$ cat src/rtl/writeback_arbiter.sv
// writeback_arbiter: merges ALU results and FIFO-buffered load results onto the RF write port.
// Optional feature macro WB_STATS_EN adds the wb_commit_cnt / wb_stall_cnt statistics outputs.
module writeback_arbiter #(
    parameter int RF_ADDR_LEN   = 5,
    parameter int RF_DATA_LEN   = 32,
    parameter int LD_FIFO_DEPTH = 4,
    parameter int STARVE_LIMIT  = 3
) (
    input  logic                           clk,
    input  logic                           rst,
    input  logic                           alu_valid,
    input  logic [RF_ADDR_LEN-1:0]         alu_rd_addr,
    input  logic [RF_DATA_LEN-1:0]         alu_data,
    output logic                           alu_stall,
    input  logic                           ld_valid,
    output logic                           ld_ready,
    input  logic [RF_ADDR_LEN-1:0]         ld_rd_addr,
    input  logic [RF_DATA_LEN-1:0]         ld_data,
    output logic [$clog2(LD_FIFO_DEPTH):0] ld_fifo_count,
    output logic                           rf_w_en,
    output logic [RF_ADDR_LEN-1:0]         rf_rd_addr,
    output logic [RF_DATA_LEN-1:0]         rf_rd_data
`ifdef WB_STATS_EN
    ,
    output logic [31:0]                    wb_commit_cnt,
    output logic [31:0]                    wb_stall_cnt
`endif
);
    localparam int PW = $clog2(LD_FIFO_DEPTH);
    localparam int SW = $clog2(STARVE_LIMIT + 1);
    localparam logic [PW:0] FULL = (PW + 1)'(LD_FIFO_DEPTH);
    localparam logic [SW-1:0] LIMIT = SW'(STARVE_LIMIT);

    typedef enum logic {S_ALU_PRI, S_LD_PRI} state_e;

    state_e                 state_q, state_d;
    logic [RF_ADDR_LEN-1:0] fifo_addr_q [LD_FIFO_DEPTH];
    logic [RF_DATA_LEN-1:0] fifo_data_q [LD_FIFO_DEPTH];
    logic [PW-1:0]          wptr_q, wptr_d, rptr_q, rptr_d;
    logic [PW:0]            count_q, count_d;
    logic [SW-1:0]          starve_q, starve_d;
    logic                   ld_ready_q, ld_ready_d;
    logic                   rf_w_en_q, rf_w_en_d;
    logic [RF_ADDR_LEN-1:0] rf_addr_q, rf_addr_d;
    logic [RF_DATA_LEN-1:0] rf_data_q, rf_data_d;
    logic                   push, empty, ld_pri, grant_alu, grant_ld, wr;
    logic [RF_ADDR_LEN-1:0] sel_addr;
    logic [RF_DATA_LEN-1:0] sel_data;

    always_ff @(posedge clk or negedge rst) begin
        if (!rst) begin
            state_q <= S_ALU_PRI;
        end else begin
            state_q <= state_d;
        end
    end

    // A saturated starvation counter forces exactly one load-priority cycle.
    always_comb begin
        state_d = (state_q == S_ALU_PRI && starve_q == LIMIT) ? S_LD_PRI : S_ALU_PRI;
    end

    always_comb begin
        ld_pri    = state_q == S_LD_PRI;
        alu_stall = ld_pri && alu_valid;
        grant_alu = alu_valid && !ld_pri;
        grant_ld  = !empty && (ld_pri || !alu_valid);
    end

    assign push  = ld_valid && ld_ready_q;
    assign empty = count_q == '0;

    always_comb begin
        wptr_d     = wptr_q + PW'(push);
        rptr_d     = rptr_q + PW'(grant_ld);
        count_d    = count_q + (PW + 1)'(push) - (PW + 1)'(grant_ld);
        starve_d   = (empty || grant_ld) ? '0 : (starve_q == LIMIT ? starve_q : starve_q + SW'(1));
        ld_ready_d = count_d != FULL;
    end

    // rd 0 grants are consumed but never reach the register file.
    always_comb begin
        sel_addr  = grant_alu ? alu_rd_addr : fifo_addr_q[rptr_q];
        sel_data  = grant_alu ? alu_data : fifo_data_q[rptr_q];
        wr        = (grant_alu || grant_ld) && sel_addr != '0;
        rf_w_en_d = wr;
        rf_addr_d = wr ? sel_addr : rf_addr_q;
        rf_data_d = wr ? sel_data : rf_data_q;
    end

    always_ff @(posedge clk or negedge rst) begin
        if (!rst) begin
            wptr_q     <= '0;
            rptr_q     <= '0;
            count_q    <= '0;
            starve_q   <= '0;
            ld_ready_q <= 1'b0;
            rf_w_en_q  <= 1'b0;
            rf_addr_q  <= '0;
            rf_data_q  <= '0;
        end else begin
            wptr_q     <= wptr_d;
            rptr_q     <= rptr_d;
            count_q    <= count_d;
            starve_q   <= starve_d;
            ld_ready_q <= ld_ready_d;
            rf_w_en_q  <= rf_w_en_d;
            rf_addr_q  <= rf_addr_d;
            rf_data_q  <= rf_data_d;
        end
    end

    always_ff @(posedge clk) begin
        if (push) begin
            fifo_addr_q[wptr_q] <= ld_rd_addr;
            fifo_data_q[wptr_q] <= ld_data;
        end
    end

    assign ld_ready      = ld_ready_q;
    assign ld_fifo_count = count_q;
    assign rf_w_en       = rf_w_en_q;
    assign rf_rd_addr    = rf_addr_q;
    assign rf_rd_data    = rf_data_q;

`ifdef WB_STATS_EN
    logic [31:0] commit_q, stall_q;

    always_ff @(posedge clk or negedge rst) begin
        if (!rst) begin
            commit_q <= '0;
            stall_q  <= '0;
        end else begin
            commit_q <= commit_q + 32'(rf_w_en_q);
            stall_q  <= stall_q + 32'(alu_stall);
        end
    end

    assign wb_commit_cnt = commit_q;
    assign wb_stall_cnt  = stall_q;
`endif
endmodule

$ cat config.mk
export PLATFORM = sky130hd
export DESIGN_NAME = writeback_arbiter
export DESIGN_NICKNAME = d
export VERILOG_FILES = /design/src/rtl/writeback_arbiter.sv
export SDC_FILE = /design/constraint.sdc
export NUM_CORES = 1
export LEC_CHECK = 0
export CORE_AREA = 2 2 136 138
export DETAILED_ROUTE_END_ITERATION = 12
export DIE_AREA = 0 0 138 140
export GPL_TIMING_DRIVEN = 0
export PLACE_DENSITY = 0.75
export SYNTH_ARGS = -nofsm -noshare
export SYNTH_HDL_FRONTEND = slang
export SYNTH_SLANG_ARGS = --single-unit
$ cat constraint.sdc
create_clock -name clk -period 5.44 [get_ports clk]
set_clock_uncertainty 0.1 [all_clocks]
set_input_delay 1.088 -clock clk [delete_from_list [all_inputs] [get_ports clk]]
set_output_delay 1.088 -clock clk [all_outputs]
set_load 0.01 [all_outputs]
==> results of run 1 <==
==> final cells by class <==
| type | count | area, µm² | area share |
|---|---|---|---|
| timing repair buffer | 131 | 1330 | 0.136 |
| sequential | 197 | 5670 | 0.579 |
| tap | 229 | 287 | 0.0293 |
| clock buffer | 26 | 520 | 0.0532 |
| multi-input combinational | 162 | 1770 | 0.181 |
| inverter | 8 | 30.0 | 0.00307 |
| clock inverter | 6 | 63.8 | 0.00652 |
| buffer | 22 | 113 | 0.0115 |
==> cell usage in the layout (no fill, tap or decap), types with 3 or more instances in the layout <==
cell             instances
a2bb2oi_1               32
buf_2                   10
buf_4                    4
buf_6                    9
clkbuf_1                13
clkbuf_16               18
clkbuf_8                 4
clkdlybuf4s50_1        119
dfrtp_1                 49
edfxtp_1               148
ha_1                     3
inv_1                    7
mux2i_1                  5
mux4_2                  36
nand2_1                 11
nor2_1                   6
nor3_1                   3
o22ai_1                 35
xnor2_1                  4
==> through the flow <==
step / TNS (ns) / setup WS (ns)
2_1_floorplan: 0 / 0.887
3_3_place_gp: -174.93 / -1.72
3_5_place_dp: 0 / 1.32
4_1_cts: 0 / 1.75
5_1_grt: 0 / 1.53
6_report: 0 / 1.74
==> report_power, final <==
part	switching [mW]	total, mW	internal, mW
registers	0.164	2.19	2.03
logic	0.821	1.76	0.936
clock network	0.516	1.22	0.709
total	1.50	5.17	3.67
==> routing by layer <==
| layer | part of all wire | wire length, µm | track usage |
|---|---|---|---|
| met5 | 0 | 0 | 0 |
| met4 | 0.0052 | 86 | 0.0376 |
| met3 | 0.053 | 874 | 0.0455 |
| met2 | 0.51 | 8370 | 0.290 |
| met1 | 0.44 | 7210 | 0.242 |
==> flip-flops by register name, indices dropped and copies added, names as in the netlist <==
| name | flops |
|---|---|
| rptr_q | 2 |
| fifo_addr_q | 20 |
| rf_w_en | 1 |
| rf_rd_addr | 5 |
| fifo_data_q | 128 |
| rf_rd_data | 32 |
| ld_ready | 1 |
| starve_q | 2 |
| ld_fifo_count | 3 |
| wptr_q | 2 |
| ld_pri | 1 |
==> how the worst min path moves through the flow <==
stage	from	end	slack (ns)
floorplan	ld_pri	ld_pri	0.33
global placement	ld_pri	ld_pri	0.36
detailed placement	ld_pri	ld_pri	0.40
CTS	ld_pri	ld_pri	0.40
global route	ld_pri	ld_pri	0.43
finish	ld_pri	ld_pri	0.39
==> worst reg2reg max path: cells and delay by family, from the launching register on <==
family | cells | cell delay (ns)
xor+xnor | 2 | 0.36
flops | 1 | 0.39
fa+ha+maj | 2 | 0.56
buf+inv | 2 | 0.68
simple gates | 5 | 0.81
==> cells by family after synthesis <==
group	share of synthesized area
AOI/OAI and AO/OA	0.0777
xor gates and xnor gates	0.00695
adders and majority gates	0.00761
buffers and inverters	0.0189
DFF	0.749
muxes	0.117
and+or+nand+nor	0.0227
==> results.json, run 1 <==
{
  "grt_max_degree": 31,
  "holdCritPathClass": "reg -> reg",
  "die_h_um": 140,
  "crit_arrival_ns": 3.90,
  "io_buffer_count": 120,
  "fillerInstances": 1373,
  "synth.net_count": 471,
  "synth_area_leader_cell": "edfxtp_1",
  "period_minus_slack_ns": 3.70,
  "tightest_slew_ns": 0.936,
  "drt_iter0_drc": 303,
  "hold_violations": 0,
  "p_per_area_nw_per_um2": 529,
  "gp_congestion": 0.811,
  "layout-drive-gt1-share": 0.181,
  "remaining_drc_errors": 0,
  "status": "complete, no violations",
  "numCtsBuffers": 17,
  "end_kind": "flop",
  "die_w_um": 138,
  "synth_area_um2": 7570,
  "io_pins": 121,
  "whs_ns": 0.390,
  "crit_family": "buffers and inverters",
  "post-dp-hpwl_um": 11400,
  "drv_cap": 0,
  "post_cts_resized": 0,
  "grt_setup_unrepaired": "no",
  "endpoint": "ld_ready",
  "cp_max_fo": 10,
  "synth_top_cells_by_area": "edfxtp_1, dfrtp_1, mux4_2, a2bb2oi_1, o22ai_1",
  "vias": 4228,
  "gr-total-overflow": 0,
  "required_ns": 5.64,
  "cts_setup_buffers": 0,
  "cpMostUsedCell": "nand2_1",
  "crit_type": "in -> reg",
  "start_util": 0.426,
  "cpMaxStageDelayCell": "clkdlybuf4s50_1",
  "area_delta_synth_final_pct": 29.4,
  "r2r-end": "ld_ready",
  "postRouteAntennaNets": 0,
  "p_total_mw": 5.17,
  "worstHoldPathCells": 1,
  "clock_latency_ns": 0.42,
  "slowest_delay_ns": 0.44,
  "drt_wl_total_um": 16500,
  "synthCells": 389,
  "clock_sink_count": 197,
  "synth_top_area_share": 0.587,
  "grt_usage": 0.176,
  "avgSynthCellArea_um2": 19.4,
  "yosysWarnings": 0,
  "relSlewSlack": 0.373,
  "cts.path.max_buffers": 2,
  "setup_viol": 0,
  "ff2ff_setup_slack_ns": 2.41,
  "synth_common_cells": "edfxtp_1, dfrtp_1, mux4_2",
  "crit_cells": 12,
  "cp_cell_sequence": "clkdlybuf4s50_1 > nand2b_1 > buf_2 > nand2_1 > clkbuf_1 > nand2_1 > nand2_1 > ha_1 > fa_1 > xnor2_1 > xnor2_1 > nand2_1",
  "synth-seq-cells": 197,
  "ff2ff_path_depth": 11,
  "fin_area_um2": 9790,
  "grt_pass1_wl_um": 25900,
  "cp_num_buf_inv": 3,
  "vias_per_cell": 5.41,
  "ys_dominant_reg_cell": "edfxtp_1",
  "p_leak_nw": 3.41,
  "finalCritPeriodShare": 0.681,
  "wl_per_cell_um": 21.2,
  "crit-reg2reg-launch": "ld_pri",
  "grt_pass1_vias": 4578,
  "worstSetupStartpoint": "alu_valid",
  "antenna_found_initial": 0,
  "ys_seq_area_frac": 0.749,
  "tritoncts": "built",
  "yosysMostFrequentCell": "edfxtp_1",
  "ys_types": 35,
  "fmax_mhz": 270,
  "synth_edf_count": 148,
  "final_nets": 621,
  "ir_drop_mv": 0.291,
  "cts.clk_slew.worst_paths_ns": 0.07,
  "antenna_cells": 0,
  "cts_max_level": 4,
  "first_pass_iters": 4,
  "dpl_cell_area_um2": 9200,
  "cts-root-buf": "clkbuf_16",
  "slew_violations": 0,
  "dieArea_um2": 19300,
  "placedCellCount": 749,
  "core_area_um2": 17800,
  "fin_util": 0.550,
  "num_rows": 49,
  "cts_hold_buf": 0,
  "instances_no_fill": 781,
  "ys_async_sr_fraction": 0.249,
  "cp-start-kind": "primary input"
}
Note: power is estimated with default switching activity, not from simulation.
==> run 2: changes to the inputs <==
==> constraint.sdc (replaced) <==
create_clock -name clk -period 3.6 [get_ports clk]
set_clock_uncertainty 0.1 [all_clocks]
set_input_delay 0.72 -clock clk [delete_from_list [all_inputs] [get_ports clk]]
set_output_delay 0.72 -clock clk [all_outputs]
set_load 0.01 [all_outputs]
==> results.json, run 2 (same netlist as run 1, synthesis figures left out) <==
{
  "status": "complete, no violations",
  "crit_family": "buffers and inverters",
  "p_per_area_nw_per_um2": 801,
  "area_delta_synth_final_pct": 30.9,
  "grt_pass1_wl_um": 26200,
  "layout_common_cells": "edfxtp_1, clkdlybuf4s50_1, dfrtp_1",
  "cp_max_fo": 10,
  "layout-drive-gt1-share": 0.182,
  "setup_viol": 0,
  "antenna_found_initial": 0,
  "start_util": 0.426,
  "slowest_delay_ns": 0.44,
  "cts.path.max_buffers": 2,
  "cts_setup_buffers": 0,
  "cp_cell_sequence": "clkdlybuf4s50_1 > nand2b_1 > buf_2 > nand2_1 > clkbuf_1 > nand2_1 > nand2_1 > ha_1 > fa_1 > xnor2_1 > xnor2_1 > nand2_1",
  "final_nets": 618,
  "ir_drop_mv": 0.477,
  "vias": 4220,
  "p_leak_nw": 3.45,
  "cp_num_buf_inv": 3,
  "numCtsBuffers": 17,
  "io_pins": 121,
  "grt_max_degree": 37,
  "drt_wl_total_um": 16400,
  "dieArea_um2": 19300,
  "gp_congestion": 0.823,
  "grt_setup_unrepaired": "no",
  "relSlewSlack": 0.415,
  "drt_iter0_drc": 293,
  "core_area_um2": 17800,
  "vias_per_cell": 5.42,
  "r2r-end": "ld_ready",
  "gr-total-overflow": 0,
  "required_ns": 3.80,
  "layout_commonest_cell": "edfxtp_1",
  "first_pass_iters": 4,
  "slew_violations": 0,
  "remaining_drc_errors": 0,
  "fin_area_um2": 9900,
  "clock_sink_count": 197,
  "hold_violations": 0,
  "post-dp-hpwl_um": 11300,
  "cts_hold_buf": 0,
  "holdCritPathClass": "in -> async",
  "crit-reg2reg-launch": "ld_pri",
  "cpMostUsedCell": "nand2_1",
  "ff2ff_setup_slack_ns": 0.54,
  "tritoncts": "built",
  "fmax_mhz": 297,
  "p_total_mw": 7.94,
  "grt_usage": 0.180,
  "tightest_slew_ns": 0.877,
  "grt_pass1_vias": 4601,
  "fin_ws_ns": 0.237,
  "top_register": "fifo_data_q",
  "ff2ff_path_depth": 11,
  "cts-root-buf": "clkbuf_16",
  "largest_register_ffs": 128,
  "num_rows": 49,
  "post_cts_resized": 0,
  "crit_type": "in -> reg",
  "dp_slack_ns": -0.205,
  "cp-start-kind": "primary input",
  "clock_latency_ns": 0.43,
  "cts.clk_slew.worst_paths_ns": 0.07,
  "postRouteAntennaNets": 0,
  "die_h_um": 140,
  "finalCritPeriodShare": 0.934,
  "period_minus_slack_ns": 3.36,
  "die_w_um": 138,
  "cts_max_level": 4,
  "antenna_cells": 0,
  "cpMaxStageDelayCell": "clkdlybuf4s50_1",
  "drv_cap": 0,
  "whs_ns": 0.113,
  "io_buffer_count": 120,
  "end_kind": "flop",
  "dpl_cell_area_um2": 9290,
  "crit_arrival_ns": 3.57,
  "wl_per_cell_um": 21.1
}
run 2: changes by cell type in the layout (fill, tap and decap cells not counted), moves of 2 or more:
cell,change
nor3b_2,-2
clkinvlp_4,+2
clkbuf_16,+3
nor3b_4,+2
buf_16,+6
clkbuf_8,-2
buf_6,-8
clkbuf_1,-3
run 2: area by class of cell:
| type | instances | area, µm² |
|---|---|---|
| buffer | 22 | 113 |
| clock buffer | 24 | 557 |
| clock inverter | 8 | 55.1 |
| fill | 1372 | 7880 |
| inverter | 8 | 30.0 |
| multi-input combinational | 162 | 1790 |
| sequential | 197 | 5670 |
| tap | 229 | 287 |
| timing repair buffer | 128 | 1400 |
run 2: worst reg2reg max path, delay by kind of cell, from the launching register on:
family / cells / cell delay, ns
xor+xnor: 2 / 0.42
fa+ha+maj: 2 / 0.56
buf+inv: 2 / 0.66
flops: 1 / 0.39
simple gates: 5 / 0.80
run 2: stage by stage:
step | TNS [ns] | util | std cells
global placement | -104.85 | 0.510 | 738
global route | 0 | 0.557 | 778
finish | 0 | 0.557 | 778
CTS | 0 | 0.557 | 778
detailed placement | -0.305 | 0.522 | 746
floorplan | 0 | - | 389
run 2: power by group:
part / internal [mW] / switching [mW] / total, mW
combinational: 1.47 / 1.26 / 2.73
sequential: 3.06 / 0.250 / 3.31
clock: 1.09 / 0.806 / 1.90
total: 5.62 / 2.31 / 7.94
run 2: worst max-delay path by stage:
| stage | from | endpoint | cells past startpoint |
|---|---|---|---|
| global route | alu_valid | ld_ready | 12 |
| global placement | ld_valid | fifo_data_q[1][21] | 3 |
| detailed placement | alu_valid | ld_ready | 12 |
| CTS | alu_valid | ld_ready | 12 |
| floorplan | ld_valid | fifo_addr_q[1][0] | 2 |
| finish | alu_valid | ld_ready | 12 |
run 2: metal layers:
| layer | track usage | vias to the layer above | part of all wire |
|---|---|---|---|
| li1 | - | 1903 | - |
| met3 | 0.0421 | 21 | 0.053 |
| met5 | 0 | - | 0 |
| met2 | 0.290 | 138 | 0.50 |
| met4 | 0.0666 | 0 | 0.018 |
| met1 | 0.242 | 2158 | 0.43 |
